$ cat config.mk
export PLATFORM = sky130hd
export DESIGN_NAME = moore_1010_seq_det_non_over
export DESIGN_NICKNAME = d
export VERILOG_FILES = /design/src/rtl/moore_1010_seq_det_non_over.sv
export SDC_FILE = /design/constraint.sdc
export NUM_CORES = 1
export LEC_CHECK = 0
export CORE_AREA = 2 2 39 41
export CTS_BUF_LIST = sky130_fd_sc_hd__clkbuf_16
export DETAILED_ROUTE_END_ITERATION = 6
export DIE_AREA = 0 0 41 43
export GPL_TIMING_DRIVEN = 0
export PLACE_DENSITY_LB_ADDON = 0.15
export SLEW_MARGIN = 15
export SYNTH_ARGS = -nofsm -noshare
export SYNTH_HDL_FRONTEND = slang
export SYNTH_SLANG_ARGS = --single-unit
$ cat constraint.sdc
create_clock -name Clk -period 1.1 [get_ports Clk]
set_clock_uncertainty 0.15 [all_clocks]
set_input_delay 0.165 -clock Clk [delete_from_list [all_inputs] [get_ports Clk]]
set_output_delay 0.165 -clock Clk [all_outputs]
set_load 0.02 [all_outputs]
$ cat src/rtl/moore_1010_seq_det_non_over.sv
// rtl/moore_1010_seq_det_non_over.sv - Moore FSM detecting serial pattern 1010, non-overlapping
module moore_1010_seq_det_non_over (
    input  logic       Clk,
    input  logic       Rst,
    input  logic       In,
    output logic       OP,
    output logic [2:0] CS,
    output logic [2:0] NS
);

    typedef enum logic [2:0] {
        S0 = 3'b000,
        S1 = 3'b001,
        S2 = 3'b010,
        S3 = 3'b011,
        S4 = 3'b100
    } state_t;

    state_t cs;
    state_t ns;

    always_ff @(posedge Clk or posedge Rst) begin
        if (Rst) begin
            cs <= S0;
        end else begin
            cs <= ns;
        end
    end

    // S4 leaves through the same arcs as S0, so a detection never seeds the next match
    always_comb begin
        ns = S0;
        case (cs)
            S0:      ns = In ? S1 : S0;
            S1:      ns = In ? S1 : S2;
            S2:      ns = In ? S3 : S0;
            S3:      ns = In ? S1 : S4;
            S4:      ns = In ? S1 : S0;
            default: ns = S0;
        endcase
    end

    assign OP = (cs == S4);
    assign CS = cs;
    assign NS = ns;

endmodule

=== After elaboration in Yosys (flattened, before gate mapping) ===
Index checks and enable logic that the tools add are counted.

* Equality and inequality tests: 4
* Mux-type cells: 5
* Reduce and logical (&&, ||, !) cells: 2

{| class="wikitable"
|+ Operators with widths
! cell !! count
|-
| 3-bit one-hot mux with 4 select lines || 1
|-
| 3-bit by 2-bit equality test with 1-bit output (second input constant) || 2
|-
| 2-bit 2-to-1 mux || 2
|-
| 3-bit by 1-bit equality test with 1-bit output (second input constant) || 1
|-
| 3-bit equality test (second input constant) || 1
|-
| 3-bit zero test || 1
|-
| 3-bit 2-to-1 mux || 1
|-
| 2-bit OR reduction || 1
|-
| 1-bit 2-to-1 mux || 1
|}

* Flip-flop bits (word level): 3
* Input bits: 3
* Output and inout bits: 7

=== Logic depth before layout (Yosys ltp) ===
* Depth after elaboration: 3
* Depth in mapped cells: 2
* Gate-level depth less buffers: 2

=== Least setup slack after synthesis ===
No wires, ideal clock.

* Path kind: register -> register
* From: register cs[1] (netlist: CS[1])
* To: register cs[1] (netlist: CS[1])
* Setup time: 0.168 ns
* Arrival: 1.259 ns
* Required time: 0.782 ns
* Setup slack: -0.477 ns
* Stages on the path, launching flop included: 3
* Path buffers: 0
* Period minus slack after synthesis: 1.577 ns
* Path through: dfrtp_1 -> or3b_1 -> a21oi_1

* Longest elaborated chain between the ends: 3
* Elaborated cells between the ends (all ways): 7
* Classes of those cells: eq/ne (4); mux (1); reduce/logical (2)

{| class="wikitable"
|+ RTL lines
! item !! RTL line !! source
|-
| start: declaration || 19 || <nowiki>state_t cs;</nowiki>
|-
| start signal: assignment || 26 || <nowiki>cs <= ns;</nowiki>
|-
| 3-bit equality test or 3-bit zero test (tied branches) || 33 || <nowiki>case (cs)</nowiki>
|-
| 2-bit OR reduction (no source line) || n/a ||
|-
| 3-bit one-hot mux with 4 select lines (*) || 33 ||
|-
| net NS[1] || 8 || <nowiki>output logic [2:0] NS</nowiki>
|}

Mark *: on every way through the listed nets, which the timed path passes. The rest lies on a longest branch.

=== Worst setup path after layout ===
* From: register cs[1] (netlist: CS[1])
* To: output port NS[1]

* Longest elaborated chain between the ends: 3
* Elaborated cells between the ends (all ways): 7
* Classes of those cells: eq/ne (4); mux (1); reduce/logical (2)

{| class="wikitable"
|+ RTL lines
! item !! RTL line
|-
| 3-bit equality test or 3-bit zero test (tied branches) || 33
|-
| 2-bit OR reduction (no source line) || n/a
|-
| 3-bit one-hot mux with 4 select lines (*) || 33
|-
| end: declaration || 8
|}

Mark *: on every way between the ends. The rest lies on a longest branch, timed or not.

==> qor.csv <==
stage;metric;value;unit
run_status;outcome;finished with violations;
run_status;failing checks;setup timing;
grt;vias in the first global route;194;
clock_network;total clock sinks;3;
critical_path;nature of the critical path endpoint;output pin;
floorplanning;Core Area;1384;um^2
yosys;Compound-Gate Fraction of Synth Area;0.07619;
placed_design;I/O Buffers;9;
critical_path;worst-path fanout max;3;
critical_path;CP max-delay cell;dfrtp_2;
cells_and_area;n_diodes;0;
timing;WHS;0.2697;ns
yosys;XOR/XNOR Fraction of Synth Area;0;
route;First-pass DRT Iterations;2;
yosys;mapped cell area;131.4;um^2
route;Via Count;179;
critical_path;CP Launch Type;flip-flop;
grt;antenna violations before repair;0;
timing;Final Hold Fails;0;
grt;first-pass GRT wire length;828;um
floorplanning;die height;43;um
cells_and_area;# fillers;143;
timing;Setup WS post-layout;-0.5322;ns
critical_path;CP required;0.78;ns
clock_network;Worst-path clk slew;0.03;ns
critical_path;setup slack, reg-to-reg;-0.27;ns
cells_and_area;multi-input logic area;77.57;um^2
timing;fin crit share;1.484;
floorplanning;Ports;10;
critical_path;critical path's largest stage delay;0.41;ns
timing;final setup violation count;9;
cells_and_area;Largest register FFs;3;
yosys;post-synthesis area per instance;11.94;um^2
clock_network;CTS root buf;clkbuf_16;
critical_path;Levels on crit path;3;
critical_path;Worst EP arrival;1.32;ns
placed_design;pre-CTS setup slack;-1.030;ns
placed_design;hpwl dp;295.4;um
yosys;Synth Area in Adders;0;
yosys;Mapped Nets;14;
grt;largest net degree at the start of global routing;6;
pwr;Design Power;0.8344;mW
timing;Post-Route Setup TNS;-2.198;ns
hold_path;Min-Delay Endpoint;CS[0];
placed_design;gp weighted congestion;0.5827;
clock_network;CTS tree;built;
grt;global route overflow;0;
route;DRC;0;
route;post-route ant nets;0;
critical_path;Crit Path Category;flip-flop to output pin;
route;via/cell ratio;3.580;
timing;RSZ-0062 raised after global routing;true;
timing;Slew Viols, Final;0;
cells_and_area;layout cells sized above 1;0.7941;
pwr;Pleak;0.2103;nW
yosys;sequential share of the synthesized area;0.5714;
cells_and_area;Reg area;78.83;um^2
hold_path;hold path startpoint;In;
yosys;Synth warnings;0;
critical_path;Worst R2R End;CS[1];
critical_path;Worst Path Buf+Inv;1;
yosys;simple-gate share of the synthesized area;0.3238;
clock_network;deepest clock path buffer count;2;
yosys;#FFs+latches synth;3;
floorplanning;# rows;14;
pwr;Peak VDD IR;670.9;uV
route;Routed Wire Length;519;um
cells_and_area;fin nets;38;
timing;measured slew at the worst slew-check pin;0.1540;ns
yosys;largest family of logic cells by synthesized area;simple AND/OR/NAND/NOR gates;
floorplanning;Initial Util;0.09494;
grt;overall routing resource usage;0.07831;
route;wire per inst;10.38;um
critical_path;Worst R2R Path Depth;4;
yosys;Mapped Cells;11;
yosys;fraction of synthesized area in multiplexers;0;
timing;fin crit period;1.632;ns
timing;Peak Freq;0.6127;GHz
hold_path;Hold Path Depth;2;
yosys;Unique masters post-synth;9;
hold_path;type of the worst min-delay path;input pin to flip-flop;
cells_and_area;Area Overhead vs Synth;236.2;%
clock_network;clk_lat worst skew;0.22;ns
critical_path;Critical R2R Launch;CS[1];
floorplanning;chip width;41;um
pwr;pwr dens;1889;nW/um^2
timing;normalized max-slew margin;0.8974;
clock_network;Num CTS Buffers;3;
cells_and_area;Finished Core Util;0.3192;
floorplanning;die area;1763;um^2
critical_path;critical path's top delay family;flip-flops;
clock_network;htree depth;1;
critical_path;CP cell instances;or3b_4 -> a21oi_4 -> buf_6;
run;Max Cap Viol;0;
route;DRT iter0 DRCs;1;
-- per-stage QoR --
step / cell area (um^2) / std cells
floorplan: 156.4 / 11
global placement: 266.5 / 36
detailed placement: 266.5 / 36
CTS: 419.2 / 48
global route: 441.7 / 50
finish: 441.7 / 50
-- synth_stat cells --
| library cell | n | area share |
|---|---|---|
| o21ai_0 | 1 | 0.038 |
| dfrtp_1 | 3 | 0.57 |
| nor3b_1 | 1 | 0.057 |
| inv_1 | 1 | 0.029 |
| and4bb_1 | 1 | 0.095 |
| or3b_1 | 1 | 0.067 |
| nand3b_1 | 1 | 0.057 |
| and2_1 | 1 | 0.048 |
| a21oi_1 | 1 | 0.038 |
-- where the power goes --
group	internal [mW]	total (mW)	switching [mW]
combinational	0.0836	0.138	0.0547
sequential	0.120	0.128	0.00872
clock	0.469	0.568	0.0990
-- worst register-to-register path: cells and delay by family (launching register included) --
kind	cells	cell delay [ns]
flip-flops	1	0.41
AND/OR/NAND/NOR	1	0.39
buffers and inverters	2	0.20
AO/OA/AOI/OAI	1	0.15
-- layer usage --
layer | share of wire | wire (um) | GRT usage
met1 | 0.43 | 221 | 0.08682
met2 | 0.49 | 255 | 0.1031
met3 | 0.050 | 26 | 0.01571
met4 | 0.031 | 16 | 0.1000
met5 | 0 | 0 | 0
-- worst max path at each step --
| stage | from | to |
|---|---|---|
| after global routing | CS[1] | NS[1] |
| final | CS[1] | NS[1] |
| after detailed placement | In | NS[1] |
| after global placement | In | NS[1] |
| after floorplan | CS[1] | NS[1] |
| after CTS | CS[1] | NS[1] |
-- area by class of cell --
class,instances,share of cell area
flip-flops and latches,3,0.1785
repair buffers,19,0.4136
clock inverters,1,0.008499
clock buffers,3,0.1700
inverters,1,0.008499
well taps,16,0.04533
multi-input cells,7,0.1756
-- cells by family (layout without fill, tap and decap cells) --
kind of cell           after synthesis  after routing
AO/OA/AOI/OAI                        2              2
AND/OR/NAND/NOR                      5              5
buffers and inverters                1             24
flip-flops                           3              3
-- placed cells by master, fill, tap and decap left out --
| cell type | netlist | final |
|---|---|---|
| buf_4 | 0 | 7 |
| nand3b_1 | 1 | 1 |
| dlygate4sd2_1 | 0 | 1 |
| o21ai_2 | 0 | 1 |
| buf_6 | 0 | 9 |
| or3b_4 | 0 | 1 |
| inv_1 | 1 | 2 |
| nor3b_2 | 0 | 1 |
| dfrtp_2 | 0 | 3 |
| and2_4 | 0 | 1 |
| and4bb_1 | 1 | 1 |
| dlygate4sd3_1 | 0 | 1 |
| clkbuf_16 | 0 | 3 |
| clkdlybuf4s50_1 | 0 | 1 |
| a21oi_4 | 0 | 1 |
-- what timing repair did --
action                                  CTS  global route
cloned                                    0             0
setup buffers                             7             2
endpoints found under the hold margin     3             0
resized for setup                        45             2
hold buffers                              1             0
endpoints found under the setup margin    8             8
pin swaps                                 1             1
Note: power is estimated with default switching activity, not from simulation.
